===== config.mk =====
export PLATFORM = sky130hd
export DESIGN_NAME = deserializer_out
export DESIGN_NICKNAME = d
export VERILOG_FILES = /design/src/rtl/deserializer_out.sv
export SDC_FILE = /design/constraint.sdc
export NUM_CORES = 1
export LEC_CHECK = 0
export CORE_ASPECT_RATIO = 0.7
export CORE_MARGIN = 3
export CORE_UTILIZATION = 49
export DETAILED_ROUTE_END_ITERATION = 10
export PLACE_DENSITY = 0.82
export SLEW_MARGIN = 40
export SYNTH_ARGS = -nofsm -noshare
export SYNTH_HDL_FRONTEND = slang
export SYNTH_SLANG_ARGS = --single-unit

===== constraint.sdc =====
create_clock -name clk_i -period 2.2 [get_ports clk_i]
set_input_delay 0.44 -clock clk_i [delete_from_list [all_inputs] [get_ports clk_i]]
set_output_delay 0.44 -clock clk_i [all_outputs]
set_load 0.03 [all_outputs]

===== src/rtl/deserializer_out.sv =====
`default_nettype none
// ============================================================================
//  Module   : deserializer_out
//  Purpose  : Receive side of the 9-bit serial link. Shifts in one bit per
//             clock, aligns to the K-comma word {1'b1, COMMA}, and rebuilds
//             each comma-led frame of three data words into a 27-bit word.
//             Reports lock, framing errors and a saturating error count.
//  Ports    :
//    clk_i        in   1          system clock, one serial bit per edge
//    rst_i        in   1          asynchronous active-high reset
//    data_i       in   1          serial line, MSB (K bit) first
//    data_o       out  27         {word3, word2, word1}
//    valid_o      out  1          one-cycle strobe, data_o updated with it
//    lock_o       out  1          high while word alignment is held
//    frame_err_o  out  1          one-cycle strobe on a framing violation
//    err_cnt_o    out  ERR_CNT_W  saturating count of frame_err_o pulses
//  Revision : 1.0 - initial release
// ============================================================================
module deserializer_out #(
    parameter logic [7:0] COMMA       = 8'h3C,
    parameter int         LOSS_THRESH = 4,
    parameter int         ERR_CNT_W   = 8
) (
    input  logic                 clk_i,
    input  logic                 rst_i,
    input  logic                 data_i,
    output logic [26:0]          data_o,
    output logic                 valid_o,
    output logic                 lock_o,
    output logic                 frame_err_o,
    output logic [ERR_CNT_W-1:0] err_cnt_o
);

    localparam logic [8:0] c_COMMA_WORD = {1'b1, COMMA};
    localparam logic [3:0] c_LOSS       = LOSS_THRESH[3:0];
    localparam logic [3:0] c_LAST_BIT   = 4'd8;
    localparam logic [ERR_CNT_W-1:0] c_ERR_ONE = {{(ERR_CNT_W-1){1'b0}}, 1'b1};

    typedef enum logic [0:0] {
        ST_HUNT   = 1'b0,
        ST_LOCKED = 1'b1
    } state_t;

    state_t               state_q,     state_d;
    logic [8:0]           sr_q,        sr_d;
    logic [3:0]           bitcnt_q,    bitcnt_d;
    logic [1:0]           slot_q,      slot_d;
    logic [3:0]           badcnt_q,    badcnt_d;
    logic                 armed_q,     armed_d;
    logic [8:0]           word1_q,     word1_d;
    logic [8:0]           word2_q,     word2_d;
    logic [26:0]          data_q,      data_d;
    logic                 valid_q,     valid_d;
    logic                 ferr_q,      ferr_d;
    logic [ERR_CNT_W-1:0] err_cnt_q,   err_cnt_d;

    // Candidate word includes the bit being sampled now, so a word is
    // acted on at the very edge that captures its last bit.
    logic [8:0] w;
    assign w = {sr_q[7:0], data_i};

    always_comb begin
        state_d   = state_q;
        sr_d      = w;
        bitcnt_d  = bitcnt_q;
        slot_d    = slot_q;
        badcnt_d  = badcnt_q;
        armed_d   = armed_q;
        word1_d   = word1_q;
        word2_d   = word2_q;
        data_d    = data_q;
        valid_d   = 1'b0;
        ferr_d    = 1'b0;

        case (state_q)
            ST_HUNT: begin
                if (w == c_COMMA_WORD) begin
                    state_d  = ST_LOCKED;
                    bitcnt_d = 4'd0;
                    slot_d   = 2'd0;
                    badcnt_d = 4'd0;
                    // The alignment comma also opens the first frame.
                    armed_d  = 1'b1;
                end
            end
            ST_LOCKED: begin
                if (bitcnt_q == c_LAST_BIT) begin
                    bitcnt_d = 4'd0;
                    if (w == c_COMMA_WORD) begin
                        // A comma inside a frame aborts the partial frame.
                        if (slot_q != 2'd0) begin
                            ferr_d = 1'b1;
                        end
                        slot_d   = 2'd0;
                        badcnt_d = 4'd0;
                        armed_d  = 1'b1;
                    end else if (!w[8]) begin
                        if (slot_q == 2'd0 && !armed_q) begin
                            // Data with no leading comma: drop it.
                            ferr_d   = 1'b1;
                            badcnt_d = badcnt_q + 4'd1;
                        end else if (slot_q == 2'd0) begin
                            word1_d = w;
                            slot_d  = 2'd1;
                        end else if (slot_q == 2'd1) begin
                            word2_d = w;
                            slot_d  = 2'd2;
                        end else begin
                            data_d   = {w, word2_q, word1_q};
                            valid_d  = 1'b1;
                            slot_d   = 2'd0;
                            badcnt_d = 4'd0;
                            armed_d  = 1'b0;
                        end
                    end else begin
                        // Any K word other than the comma.
                        ferr_d   = 1'b1;
                        slot_d   = 2'd0;
                        armed_d  = 1'b0;
                        badcnt_d = badcnt_q + 4'd1;
                    end

                    if (badcnt_d >= c_LOSS) begin
                        state_d = ST_HUNT;
                    end
                end else begin
                    bitcnt_d = bitcnt_q + 4'd1;
                end
            end
            default: begin
                state_d = ST_HUNT;
            end
        endcase

        err_cnt_d = err_cnt_q;
        if (ferr_d && (err_cnt_q != {ERR_CNT_W{1'b1}})) begin
            err_cnt_d = err_cnt_q + c_ERR_ONE;
        end
    end

    always_ff @(posedge clk_i or posedge rst_i) begin
        if (rst_i) begin
            state_q   <= ST_HUNT;
            sr_q      <= '0;
            bitcnt_q  <= '0;
            slot_q    <= '0;
            badcnt_q  <= '0;
            armed_q   <= 1'b0;
            word1_q   <= '0;
            word2_q   <= '0;
            data_q    <= '0;
            valid_q   <= 1'b0;
            ferr_q    <= 1'b0;
            err_cnt_q <= '0;
        end else begin
            state_q   <= state_d;
            sr_q      <= sr_d;
            bitcnt_q  <= bitcnt_d;
            slot_q    <= slot_d;
            badcnt_q  <= badcnt_d;
            armed_q   <= armed_d;
            word1_q   <= word1_d;
            word2_q   <= word2_d;
            data_q    <= data_d;
            valid_q   <= valid_d;
            ferr_q    <= ferr_d;
            err_cnt_q <= err_cnt_d;
        end
    end

    assign data_o      = data_q;
    assign valid_o     = valid_q;
    assign lock_o      = (state_q == ST_LOCKED);
    assign frame_err_o = ferr_q;
    assign err_cnt_o   = err_cnt_q;

endmodule
`default_nettype wire


; ---- After elaboration in Yosys (flattened, before gate mapping)
; Index checks and enable logic that the tools add are counted.
[totals]
input_bits = 3
ff_bits = 70
word_cells = 87
[op_classes]
mux = 45
n_eq_ne = 9
bitwise_logic = 6
addsub = 3
magnitude_cmp = 1
n_reduce_logical = 11
[op_table]
columns = op, count
row1 = $mux 4, 10
row2 = $mux 1, 23
row3 = $pmux 4 s2, 2
row4 = $mux 2, 7
row5 = $reduce_and 7->1, 2
row6 = $ne 4x4->1 const B, 3
row7 = $eq 9x9->1 const B, 1
row8 = $add 4x1->4 const B, 2
row9 = $add 8x1->8 const B, 1
row10 = $ne 8x8->1 const B, 1
row11 = $not 1->1, 6
row12 = $reduce_and 6->1, 1
row13 = $reduce_and 5->1, 1
row14 = $eq 4x4->1 const B, 1
row15 = $ge 4x3->1 const B, 1
row16 = $pmux 1 s2, 2
row17 = $pmux 2 s2, 1
row18 = $reduce_and 3->1, 1
row19 = $eq 2x1->1 const B, 1
row20 = $logic_and 1x1->1, 2
row21 = $logic_not 2->1, 1
row22 = $ne 2x1->1 const B, 1
row23 = $ne 2x2->1 const B, 1
row24 = $reduce_and 2->1, 1
row25 = 2 further kinds, 2

; ---- Depth between registers and ports, before layout
; Gate-level depths: netlist of the first run.
[logic_depth]
word_depth = 12
mapped_depth = 8

; ---- Worst setup path after synthesis of the first run
; Ideal clock, no wire load.
[synth_timing]
path_kind = reg-to-reg
startpoint = register bitcnt_q[0]
endpoint = register data_q[0] (netlist: data_o[0])
path_buffers = 1
t_required_ps = 2075
setup_slack_ps = 370
period_less_slack_ps = 1830
arrival_ps = 1705
stages_incl_launch_ff = 7
cell_sequence = dfrtp_1 inv_1 ha_1 nand4b_1 nor2_2 buf_4 mux2_2
[synth_via]
elab_chain_len = 2
[synth_lines]
columns = element, line_no
row1 = "start, declared", 46  ; logic [3:0] bitcnt_q, bitcnt_d;
row2 = "start signal, assigned", 158  ; bitcnt_q <= bitcnt_d;
row3 = $eq 4x4->1, 87  ; if (bitcnt_q == c_LAST_BIT) begin
row4 = $reduce_and 7->1 (no line), -
row5 = "end signal, assigned", 164  ; data_q <= data_d;
row6 = "end, declared", 52  ; logic [26:0] data_q, data_d;
; Every way passes these cells.
; A chain may end at the register's enable or synchronous reset.

; ---- Worst setup path in the final report of the first run
[layout_timing]
startpoint = register bitcnt_q[0]
endpoint = register err_cnt_q[1] (netlist: err_cnt_o[1])
[layout_via]
elab_chain_len = 4
[layout_lines]
columns = element, line_no
row1 = $eq 4x4->1, 87
row2 = $mux 1, 87
row3 = $mux 1, 75  ; case (state_q)
row4 = $logic_and 1x1->1, 136  ; if (ferr_d && (err_cnt_q != {ERR_CNT_W{1'b1}})) begin
row5 = "end signal, assigned", 167  ; err_cnt_q <= err_cnt_d;
row6 = "end, declared", 55  ; logic [ERR_CNT_W-1:0] err_cnt_q, err_cnt_d;
; Every way passes these cells.

==> results.tsv, run 1 <==
stage	metric	value	unit
logic_synthesis	dominant synthesized flop cell	dfrtp_1	
placed_design	Place WS	-0.0354	ns
logic_synthesis	Yosys warnings	0	
route	Initial DRC Count	88	
clock_network	Clock Tree Root	clkbuf_8	
timing	shortest period the worst path allows	2.06	ns
worst_setup_path	maximum net fanout on the critical path	7	
worst_setup_path	crit path max-delay cell type	dfrtp_1	
layout	most common cell after layout, fill and taps aside	dfrtp_1	
timing	crit share post-route	0.937	
route	final WL	5.39	mm
layout	area grow syn2layout	25.4	%
worst_setup_path	WP data required	2.42	ns
clock_network	htree depth	3	
clock_network	clock buffer depth	2	
pwr	Leak	1.72	nW
worst_setup_path	WS Path Type	flop to flop	
clock_network	clk sinks	70	
logic_synthesis	cells after synthesis	211	
worst_setup_path	Top delay family on crit path	compound AO/OA/AOI/OAI gates	
floorplanning	Die Wd	98.2	um
route	first drt pass iteration count	4	
clock_network	Post-CTS Setup Bufs	0	
grt	first-pass GRT wire length	9.15	mm
route	DRC errors left	0	
layout	n_diodes	0	
timing	Final setup viols	0	
logic_synthesis	Synth Register Bits	70	
floorplanning	row count	22	
logic_synthesis	ys async rst share	1.00	
route	per-cell routed wire length	15.8	um
worst_setup_path	worst path bufs/invs	1	
route	Via density	5.35	
grt	largest net degree at the start of global routing	42	
placed_design	GPL Wtd Cong	0.911	
route	Antenna Violating Nets Remaining	0	
clock_network	clk_lat worst skew	0.34	ns
clock_network	hold_buf cts	0	
timing	unrepaired setup endpoints after global routing	no	
timing	final setup TNS	0	ns
timing	final hold vios	0	
worst_setup_path	CP cell instances	inv_1, ha_1, and4b_1, o21ai_1, a221oi_4, mux2_1	
worst_setup_path	crit-path max cell delay	0.40	ns
placed_design	port buffer count	37	
logic_synthesis	Mean Syn Cell Area	13.8	um^2
timing	Slew Limit Fails	0	
placed_design	hpwl dp	3.68	mm
layout	share of layout cells above drive strength 1	0.204	
flow_run	Max-cap violations	0	
route	Via Count	1828	
floorplanning	Die H	70.6	um
grt	GRT overflow	0	
worst_setup_path	Arr. time, crit path	2.28	ns
timing	f_max	0.485	GHz
layout	most frequent cells in the layout	dfrtp_1, clkdlybuf4s50_1, mux2_1	
clock_network	TritonCTS clock tree	built	
timing	skew final	0.00594	ns
layout	Final nets	272	
floorplanning	I/O Pins	41	
clock_network	clk slew on worst S/H paths	0.07	ns
timing	Hold Slack	0.433	ns
floorplanning	core area	5480	um^2
timing	final worst slack	0.140	ns
clock_network	CTS resizes	0	
worst_setup_path	Worst setup SP type	flop	
logic_synthesis	EDFF count, synth	0	
pwr	Max VDD drop	0.000510	V
grt	GRT Total Usage	0.169	
hold_path	Hold Crit Class	input port to async pin	
worst_setup_path	Worst setup EP type	flop	
logic_synthesis	Cell Area, Synth	2920	um^2
logic_synthesis	Seq/Total Area, Yosys	0.601	
layout	post-layout util	0.667	
status	status	complete, no violations	
floorplanning	Initial Utilization	0.532	
grt	number of antenna violations at the first check in global routing	0	
logic_synthesis	Cell variety after synth	46	
floorplanning	Die ar.	6930	um^2
pwr	power per cell area	880	nW/um^2
clock_network	number of buffers created by CTS	9	
grt	number of global-route vias before repair	1864	
==> worst paths after layout <==
| check | startpoint | depth (start not counted) | to | slack (ns) |
|---|---|---|---|---|
| max | bitcnt_q[0]$_DFFE_PP0P_ | 6 | err_cnt_o[1]$_DFFE_PP0P_ | 0.14 |
| min | rst_i | 2 | data_o[6]$_DFFE_PP0P_ | 0.43 |
| max reg2reg | bitcnt_q[0]$_DFFE_PP0P_ | 6 | err_cnt_o[1]$_DFFE_PP0P_ | 0.14 |
| min reg2reg | sr_q[1]$_DFF_PP0_ | 0 | sr_q[2]$_DFF_PP0_ | 0.45 |
| max in group asynchronous | rst_i | 3 | badcnt_q[1]$_DFFE_PP0P_ | 1.26 |
| min in group clk_i | sr_q[1]$_DFF_PP0_ | 0 | sr_q[2]$_DFF_PP0_ | 0.45 |
==> worst register-to-register path, stage by stage, from the launching register on <==
cell      delay [ns]
dfrtp_1         0.40
inv_1           0.11
ha_1            0.21
and4b_1         0.35
o21ai_1         0.18
a221oi_4        0.35
mux2_1          0.36
==> cell type report <==
type / instances / area, um^2
Multi-Input combinational cell: 131 / 1110
Clock inverter: 5 / 83.8
Sequential cell: 70 / 1750
Inverter: 4 / 18.8
Clock buffer: 11 / 131
Timing Repair Buffer: 49 / 473
Tap cell: 72 / 90.1
Fill cell: 379 / 1820
==> logic make-up after synthesis <==
family          after synthesis  synth area share
xor+xnor                      7            0.0210
buf+inv                      12            0.0223
other cells                   1           0.00129
simple gates                 47             0.100
compound gates               28            0.0755
flops                        70             0.601
mux                          42             0.162
fa+ha+maj                     4            0.0172
==> cells in the mapped netlist (3+ instances only) <==
library cell	n	area share
nand2_1	11	0.014
xnor2_1	6	0.018
o21ai_0	5	0.0086
mux2_1	24	0.093
o21ai_1	4	0.0069
o31ai_1	3	0.0077
nor2_1	7	0.0090
and3_1	5	0.011
a31oi_1	3	0.0064
inv_1	4	0.0051
nand4_1	3	0.0064
mux2_2	17	0.066
dfrtp_1	70	0.60
nand3_1	3	0.0051
buf_4	5	0.013
ha_1	4	0.017
==> where the power goes <==
| part | total, mW | leakage [nW] | internal [mW] | switching, mW |
|---|---|---|---|---|
| logic | 0.594 | 0.699 | 0.261 | 0.333 |
| registers | 1.52 | 0.922 | 1.40 | 0.119 |
| clock network | 1.10 | 0.0998 | 0.641 | 0.463 |
| total | 3.22 | 1.72 | 2.30 | 0.915 |
==> stage by stage <==
stage | area [um^2] | total power, mW | instances
CTS | 3660 | 3.24 | 342
global placement | 3440 | 2.12 | 326
global route | 3660 | 3.39 | 342
floorplan | 2930 | 1.95 | 213
finish | 3660 | 3.22 | 342
detailed placement | 3440 | 2.13 | 326
==> flip-flops by register name, summed over array words and instances (netlist names) <==
name	cells
data_o	24
err_cnt_o	8
sr_q	8
word1_q	8
word2_q	8
badcnt_q	4
bitcnt_q	4
slot_q	2
armed_q	1
frame_err_o	1
lock_o	1
valid_o	1
==> routing by layer <==
layer  up-vias  part of all wire  GRT usage
li1        867                 -          -
met1       903              0.45      0.218
met2        48              0.47      0.268
met3        10             0.061     0.0660
met4         0             0.014     0.0485
met5         -                 0          0
No activity file was read; power rests on OpenSTA's default activity.
==> run 2, diff against run 1 <==
--- a/config.mk
+++ b/config.mk
@@ -10,6 +10,7 @@
 export CORE_UTILIZATION = 49
 export DETAILED_ROUTE_END_ITERATION = 10
 export PLACE_DENSITY = 0.82
+export RECOVER_POWER = 25
 export SLEW_MARGIN = 40
 export SYNTH_ARGS = -nofsm -noshare
 export SYNTH_HDL_FRONTEND = slang
==> run 2 against run 1 <==
  * Worst setup slack unchanged
  * Sequential share of layout area up 0.28 points
  * Combinational power down 1%
  * Critical path type unchanged
  * Largest cell class unchanged
==> results.tsv, run 2 (same netlist as run 1, synthesis figures left out) <==
stage	metric	value	unit	change
layout	n_diodes	0		unchanged
placed_design	Place WS	-0.0354	ns	unchanged
timing	final setup TNS	0	ns	unchanged
route	first drt pass iteration count	4		unchanged
clock_network	Post-CTS Setup Bufs	0		unchanged
timing	Slew Limit Fails	0		unchanged
clock_network	number of buffers created by CTS	9		unchanged
clock_network	TritonCTS clock tree	built		
worst_setup_path	WP data required	2.42	ns	about the same
grt	number of antenna violations at the first check in global routing	0		unchanged
worst_setup_path	Arr. time, crit path	2.28	ns	about the same
worst_setup_path	crit path max-delay cell type	dfrtp_1		
layout	most frequent cells in the layout	dfrtp_1, clkdlybuf4s50_1, mux2_1		
clock_network	htree depth	3		unchanged
timing	skew final	0.00594	ns	+0.000000610 ns
timing	slew margin rel.	0.426		
placed_design	Post-DP Area	3440	um^2	unchanged
layout	max reg flops	24		unchanged
layout	share of layout cells above drive strength 1	0.200		-0.00370
placed_design	placed cell count	326		unchanged
grt	largest net degree at the start of global routing	42		unchanged
pwr	Leak	1.71	nW	-0.52%
floorplanning	Die Wd	98.2	um	unchanged
layout	final cell count without fillers	342		unchanged
pwr	Power Total	3.21	mW	-0.16%
grt	GRT overflow	0		unchanged
hold_path	hold path depth	0		
worst_setup_path	Worst Setup SP	bitcnt_q[0]$_DFFE_PP0P_		
route	DRC errors left	0		unchanged
grt	first-pass GRT wire length	9.15	mm	unchanged
layout	most common cell after layout, fill and taps aside	dfrtp_1		
worst_setup_path	crit-path max cell delay	0.40	ns	about the same
clock_network	clock buffer depth	2		unchanged
clock_network	clk slew on worst S/H paths	0.07	ns	about the same
worst_setup_path	r2r endpoint	err_cnt_o[1]$_DFFE_PP0P_		
pwr	Max VDD drop	0.000510	V	about the same
pwr	power per cell area	883	nW/um^2	+0.42%
route	final WL	5.39	mm	about the same
placed_design	port buffer count	37		unchanged
worst_setup_path	setup slack, reg-to-reg	0.14	ns	about the same
worst_setup_path	Worst setup EP type	flop		
timing	Final setup viols	0		unchanged
timing	final hold vios	0		unchanged
floorplanning	Die ar.	6930	um^2	unchanged
floorplanning	row count	22		unchanged
placed_design	GPL Wtd Cong	0.911		unchanged
clock_network	hold_buf cts	0		unchanged
timing	worst-margin pin slew	0.862	ns	
timing	shortest period the worst path allows	2.06	ns	unchanged
floorplanning	Die H	70.6	um	unchanged
floorplanning	Initial Utilization	0.532		unchanged
floorplanning	I/O Pins	41		unchanged
worst_setup_path	Crit path depth	6		unchanged
route	per-cell routed wire length	15.8	um	about the same
grt	number of global-route vias before repair	1864		unchanged
clock_network	CTS resizes	0		unchanged
worst_setup_path	CP cell instances	inv_1, ha_1, and4b_1, o21ai_1, a221oi_4, mux2_1		
clock_network	clk_lat worst skew	0.34	ns	about the same
worst_setup_path	WS Path Type	flop to flop		
timing	crit share post-route	0.937		unchanged
worst_setup_path	Worst setup SP type	flop		
route	Antenna Violating Nets Remaining	0		unchanged
hold_path	Hold Crit Class	flop to flop		
layout	area grow syn2layout	24.6	%	
timing	unrepaired setup endpoints after global routing	no		
flow_run	Max-cap violations	0		unchanged
worst_setup_path	maximum net fanout on the critical path	7		unchanged
route	Via Count	1826		-0.11%
route	Via density	5.34		-0.11%
layout	Final nets	272		unchanged
worst_setup_path	CP endpoint	err_cnt_o[1]$_DFFE_PP0P_		
floorplanning	core area	5480	um^2	unchanged
route	Initial DRC Count	85		-3.4%
clock_network	clk sinks	70		unchanged
timing	f_max	0.485	GHz	unchanged
placed_design	hpwl dp	3.68	mm	unchanged
worst_setup_path	r2r worst-path depth	6		unchanged
timing	final worst slack	0.140	ns	unchanged
layout	fin area	3630	um^2	-0.58%
worst_setup_path	reg2reg start	bitcnt_q[0]$_DFFE_PP0P_		
worst_setup_path	worst path bufs/invs	1		unchanged
status	status	complete, no violations		
clock_network	Clock Tree Root	clkbuf_8		
grt	GRT Total Usage	0.169		unchanged
worst_setup_path	Top delay family on crit path	compound AO/OA/AOI/OAI gates		
## run 2: power by group
group	switching [mW]	leakage [nW]	internal (mW)
Clock	0.463	0.0998	0.641
Combinational	0.332	0.690	0.256
Sequential	0.119	0.922	1.40
Total	0.914	1.71	2.30
## run 2: worst min path at each step
stage                      startpoint               endpoint  slack [ns]
floorplan           sr_q[1]$_DFF_PP0_      sr_q[2]$_DFF_PP0_        0.39
global placement    sr_q[6]$_DFF_PP0_      sr_q[7]$_DFF_PP0_        0.44
detailed placement  sr_q[1]$_DFF_PP0_      sr_q[2]$_DFF_PP0_        0.43
CTS                             rst_i  data_o[6]$_DFFE_PP0P_        0.42
global route        sr_q[1]$_DFF_PP0_      sr_q[2]$_DFF_PP0_        0.47
finish              sr_q[1]$_DFF_PP0_      sr_q[2]$_DFF_PP0_        0.45
## run 2: worst reg2reg max path, delay by kind of cell, from the launching register on
kind | cells | cell delay (ns)
adder cells (fa/ha/maj) | 1 | 0.21
AO/OA/AOI/OAI | 2 | 0.53
buffers and inverters | 1 | 0.11
AND/OR/NAND/NOR | 1 | 0.35
multiplexers | 1 | 0.36
flip-flops | 1 | 0.40
## run 2: layout make-up
class,count,area (um^2)
Fill cell,381,1840
Sequential cell,70,1750
Timing Repair Buffer,49,454
Multi-Input combinational cell,131,1110
Clock inverter,5,83.8
Clock buffer,11,131
Tap cell,72,90.1
Inverter,4,16.3
## run 2: per-stage QoR
| step | util | hold WS, ns |
|---|---|---|
| floorplan | - | 0.395 |
| global placement | 0.628 | 0.440 |
| detailed placement | 0.628 | 0.432 |
| CTS | 0.667 | 0.422 |
| global route | 0.664 | 0.475 |
| finish | 0.664 | 0.449 |
## run 2: routing by layer
layer  global-route usage  wire, um  vias to the layer above
li1                     -         -                      866
met1                0.218      2440                      902
met2                0.268      2550                       48
met3               0.0660       326                       10
met4               0.0485        78                        0
met5                    0         0                        -
